==> src/rtl/gate_truth_table_scanner.sv <==
// -----------------------------------------------------------------------------
// gate_truth_table_scanner
//
// Purpose:
//   N-input configurable logic gate (AND/OR/NAND/NOR/XOR/XNOR) with a built-in
//   sweep engine. A start pulse in IDLE latches the gate mode, then the engine
//   applies every input vector 0..2^N-1 (one per clock) to the gate and
//   captures each result into a 2^N-bit truth-table register.
//
// Parameters:
//   N           number of gate inputs, legal range 1..6 (table <= 64 bits)
//
// Ports:
//   clk         system clock, rising edge
//   rst         synchronous reset, active-high
//   start       scan request, sampled only in IDLE
//   mode[2:0]   gate select: 000 AND, 001 OR, 010 NAND, 011 NOR, 100 XOR,
//               101 XNOR; 110/111 illegal (rejected with a mode_err pulse)
//   busy        high while the sweep is running
//   done        one-cycle pulse when table_out is complete
//   mode_err    one-cycle pulse when start arrives with an illegal mode
//   vec_out     input vector currently applied to the gate (0 when idle)
//   y_out       gate output for vec_out under the latched mode (0 when idle)
//   table_out   captured truth table; bit i = gate result for vector i
//   ones_count  number of ones in the table (only with GATE_SCAN_POPCOUNT_EN)
//
// Optional feature:
//   GATE_SCAN_POPCOUNT_EN  adds the ones_count output and its counter.
// -----------------------------------------------------------------------------
module gate_truth_table_scanner #(
  parameter int N = 2
) (
  input  logic               clk,
  input  logic               rst,
  input  logic               start,
  input  logic [2:0]         mode,
  output logic               busy,
  output logic               done,
  output logic               mode_err,
  output logic [N-1:0]       vec_out,
  output logic               y_out,
  output logic [(1<<N)-1:0]  table_out
`ifdef GATE_SCAN_POPCOUNT_EN
  ,
  output logic [N:0]         ones_count
`endif
);

  localparam int T = 1 << N;

  typedef enum logic [1:0] {
    ST_IDLE = 2'd0,
    ST_SCAN = 2'd1,
    ST_DONE = 2'd2
  } state_t;

  // Only the six defined gate codes start a scan.
  function automatic logic mode_legal(input logic [2:0] m);
    logic ok;
    case (m)
      3'b000, 3'b001, 3'b010,
      3'b011, 3'b100, 3'b101: ok = 1'b1;
      default:                ok = 1'b0;
    endcase
    return ok;
  endfunction

  // Gate function over the whole vector; reduction operators make N=1 a buffer
  // for AND/OR/XOR automatically.
  function automatic logic gate_eval(input logic [2:0] m, input logic [N-1:0] v);
    logic g;
    case (m)
      3'b000:  g = &v;
      3'b001:  g = |v;
      3'b010:  g = ~(&v);
      3'b011:  g = ~(|v);
      3'b100:  g = ^v;
      3'b101:  g = ~(^v);
      default: g = 1'b0;
    endcase
    return g;
  endfunction

  state_t          state_q;
  logic [N-1:0]    idx_q;
  logic [N-1:0]    idx_d;
  logic [2:0]      mode_q;
  logic [T-1:0]    table_q;
  logic            busy_q;
  logic            done_q;
  logic            mode_err_q;
  logic            y_s;
`ifdef GATE_SCAN_POPCOUNT_EN
  logic [N:0]      ones_q;
`endif

  assign idx_d = idx_q + {{(N-1){1'b0}}, 1'b1};

  // Gate output: driven only while scanning so idle outputs read zero even
  // for the inverting modes.
  always_comb begin
    y_s = 1'b0;
    if (busy_q) begin
      y_s = gate_eval(mode_q, idx_q);
    end else begin
      y_s = 1'b0;
    end
  end

  // Sweep FSM with its registered outputs; idx_q is kept at zero outside the
  // sweep so it can drive vec_out directly.
  always_ff @(posedge clk) begin
    if (rst) begin
      state_q    <= ST_IDLE;
      idx_q      <= {N{1'b0}};
      mode_q     <= 3'b000;
      table_q    <= {T{1'b0}};
      busy_q     <= 1'b0;
      done_q     <= 1'b0;
      mode_err_q <= 1'b0;
`ifdef GATE_SCAN_POPCOUNT_EN
      ones_q     <= {(N+1){1'b0}};
`endif
    end else begin
      done_q     <= 1'b0;
      mode_err_q <= 1'b0;
      case (state_q)
        ST_IDLE: begin
          if (start) begin
            if (mode_legal(mode)) begin
              mode_q  <= mode;
              idx_q   <= {N{1'b0}};
              table_q <= {T{1'b0}};
              busy_q  <= 1'b1;
              state_q <= ST_SCAN;
`ifdef GATE_SCAN_POPCOUNT_EN
              ones_q  <= {(N+1){1'b0}};
`endif
            end else begin
              mode_err_q <= 1'b1;
            end
          end
        end
        ST_SCAN: begin
          table_q[idx_q] <= y_s;
`ifdef GATE_SCAN_POPCOUNT_EN
          if (y_s) begin
            ones_q <= ones_q + {{N{1'b0}}, 1'b1};
          end
`endif
          // Last vector reached: finish instead of wrapping the counter.
          if (&idx_q) begin
            idx_q   <= {N{1'b0}};
            busy_q  <= 1'b0;
            done_q  <= 1'b1;
            state_q <= ST_DONE;
          end else begin
            idx_q   <= idx_d;
          end
        end
        ST_DONE: begin
          state_q <= ST_IDLE;
        end
        default: begin
          state_q <= ST_IDLE;
          idx_q   <= {N{1'b0}};
          busy_q  <= 1'b0;
        end
      endcase
    end
  end

  assign busy      = busy_q;
  assign done      = done_q;
  assign mode_err  = mode_err_q;
  assign vec_out   = idx_q;
  assign y_out     = y_s;
  assign table_out = table_q;
`ifdef GATE_SCAN_POPCOUNT_EN
  assign ones_count = ones_q;
`endif

endmodule

==> config.mk <==
export PLATFORM = sky130hd
export DESIGN_NAME = gate_truth_table_scanner
export DESIGN_NICKNAME = d
export VERILOG_FILES = /design/src/rtl/gate_truth_table_scanner.sv
export SDC_FILE = /design/constraint.sdc
export NUM_CORES = 1
export LEC_CHECK = 0
export CAP_MARGIN = 5
export CORE_ASPECT_RATIO = 0.75
export CORE_MARGIN = 1
export CORE_UTILIZATION = 35
export DETAILED_ROUTE_END_ITERATION = 10
export GPL_TIMING_DRIVEN = 0
export SYNTH_ARGS = -nofsm -noshare
export SYNTH_HDL_FRONTEND = slang
export SYNTH_SLANG_ARGS = --single-unit
==> constraint.sdc <==
create_clock -name clk -period 2.7 [get_ports clk]
set_input_delay 0.27 -clock clk [delete_from_list [all_inputs] [get_ports clk]]
set_output_delay 0.27 -clock clk [all_outputs]
set_load 0.01 [all_outputs]
==> qor.yml <==
first_global_vias: 577
antenna_left: 0
root_buffer: "clkbuf_4"
cts_buffers: 3
worst_pin_slew_ps: 424.1
clock.fmax_mhz: 392.0
wl_mm: 1.442
io_buffers: 15
yosys_warnings: 0
ff2ff_path_depth: 6
track_usage_pct: 16.63
yosysTopAreaCell: "dfxtp_1"
n_fill_cell: 170
dieArea_sq_um: 2131
placeableCoreArea_sq_um: 1773
wl_per_cell_um: 11.92
clkSinkCount: 14
synth_top_area_share_pct: 41.10
final_cells: 121
hp-class: "register to register"
synth.cell_area_sq_um: 681.9
synth_cells: 81
cp-start-kind: "register"
cp_max_fo: 6
dp_cells: 118
p_leak_nw: 0.3199
synth_cell_types: 25
clock_skew_ps: 0.8688
clock_path_buffers: 2
rsz0062_at_grt: "no"
tns_ps: 0
drive_above_1_share_pct: 7.071
routabilityCongestion: 0.6974
grt_start_max_net_pins: 11
clk_pin_slew_worst_paths_ps: 80
avgSynthCellArea_sq_um: 8.419
ys_seq_area_share_pct: 41.10
drc: 0
cts_htree_levels: 1
hold_path_end: "table_out[2]"
slew_headroom_pct: 71.72
gr-total-overflow: 0
worstPathArrival_ps: 2280
multi_input_area_sq_um: 372.9
synth_area_leaders: "dfxtp_1 41%, ha_1 7.3%, a21oi_1 5.9%"
final_common_cell: "clkdlybuf4s50_1"
cts_tree: "done"
crit_start: "vec_out[0]"
ir_drop_mv: 0.2565
drtIter0Drc: 8
r2r_end: "table_out[3]"
nets: 111
finalCritPeriodShare_pct: 94.48
fin_area_sq_um: 887.1
die_w_um: 52.97
num_vias: 620
drv_cap: 0
hold_viol: 0
post-route-util_pct: 50.04
min_path_cells: 2
place_area_sq_um: 859.6
worstPathRequired_ps: 2430
regArea_sq_um: 280.3
r2r_slack_ps: 980
synth_fp_nets: 91
insertion_delay_ps: 280
initial_core_util_pct: 38.46
r2r_start: "vec_out[0]"
die_y_um: 40.23
period_needed_ps: 2551
antenna_found_initial: 0
syn_to_final_growth_pct: 30.09
final_cell_mix: "15 x clkdlybuf4s50_1, 14 x dfxtp_1, 8 x a21oi_1"
slew_viol_final: 0
grt_first_pass_wirelength_mm: 2.435
cp-end-kind: "output pin"
setup_viol: 0
first_pass_iters: 4
diodes: 0
dp_hpwl_mm: 1.106
min-delay-start: "table_out[2]"
ys_seq_elements: 14
fp-row-count: 13
via_per_inst: 5.124
crit_type: "register to output pin"
p_per_area_nw_per_um2: 461.6
ios: 16
status: "completed"
power by group:
group	total [mW]	leakage, nW	internal [mW]	switching [mW]
combinational	0.0680	0.192	0.0330	0.0350
clock	0.118	0.0138	0.0518	0.0667
sequential	0.223	0.114	0.214	0.00880
total	0.409	0.320	0.299	0.110
worst max path at each step:
| stage | end | depth (start not counted) |
|---|---|---|
| 5_1_grt | y_out | 7 |
| 4_1_cts | y_out | 7 |
| 3_5_place_dp | y_out | 7 |
| 3_3_place_gp | y_out | 7 |
| 2_1_floorplan | y_out | 6 |
| 6_report | y_out | 7 |
logic make-up (layout without fill, tap and decap cells):
logic type,count (synthesis),count (layout),share of synthesized area (%)
AOI/OAI and AO/OA,22,22,20.19
and+or+nand+nor,32,32,26.42
adders and majority gates,4,4,7.340
DFF,14,14,41.10
buffers and inverters,9,27,4.954
worst max-delay path, stage by stage (launching register included):
cell and delay (ps):
dfxtp_1 430, inv_1 90, ha_1 340, and2_1 170, o21ai_0 180, nand3_2 180
inv_1 80, clkdlybuf4s50_1 530
flip-flops by register name, indices dropped and copies added, names as in the netlist:
register and cells:
table_out 4, mode_q 3, done 1, busy 1, mode_err 1, vec_out 2
state_q 2
through the flow:
step | total power [mW] | setup WS (ps) | hold WS (ps)
6_report | 0.4095 | 149.1 | 490.5
5_1_grt | 0.4347 | 22.69 | 520.8
4_1_cts | 0.4157 | 106.2 | 494.4
3_5_place_dp | 0.2950 | 434.2 | 482.6
3_3_place_gp | 0.2940 | 468.0 | 471.7
2_1_floorplan | 0.2658 | 1053 | 348.7
Yosys cell counts, drive strengths merged:
master / count
or3b: 1
o21a: 1
a31oi: 1
o311ai: 3
a32oi: 2
inv: 7
clkbuf: 2
o21bai: 1
nor2b: 2
or4: 3
ha: 4
o31ai: 1
a21oi: 8
nor4: 2
and2: 1
dfxtp: 14
o21ai: 5
nand4b: 1
nand2b: 5
nor3b: 1
nand2: 7
nand3: 4
nor2: 5
timing repair:
item | CTS | global route
hold buffers | 0 | 0
buffers inserted | 0 | 0
gates resized for setup | 0 | 1
setup endpoints to repair | 0 | 1
routing by layer:
layer  routed length [um]  up-vias  GRT usage [%]
met1                  749      282          19.69
met4                    0        0          3.947
met2                  627       10          28.48
met5                    0        -              0
li1                     -      328              -
met3                   65        0          6.818
layout make-up:
class | instances | share of cell area, %
plain buffers | 2 | 0.8463
clock buffers | 3 | 2.539
inverters | 7 | 2.962
multi-input cells | 58 | 42.03
flip-flops and latches | 14 | 31.59
well taps | 22 | 3.103
repair buffers | 15 | 16.93
No activity file was read; power rests on OpenSTA's default activity.
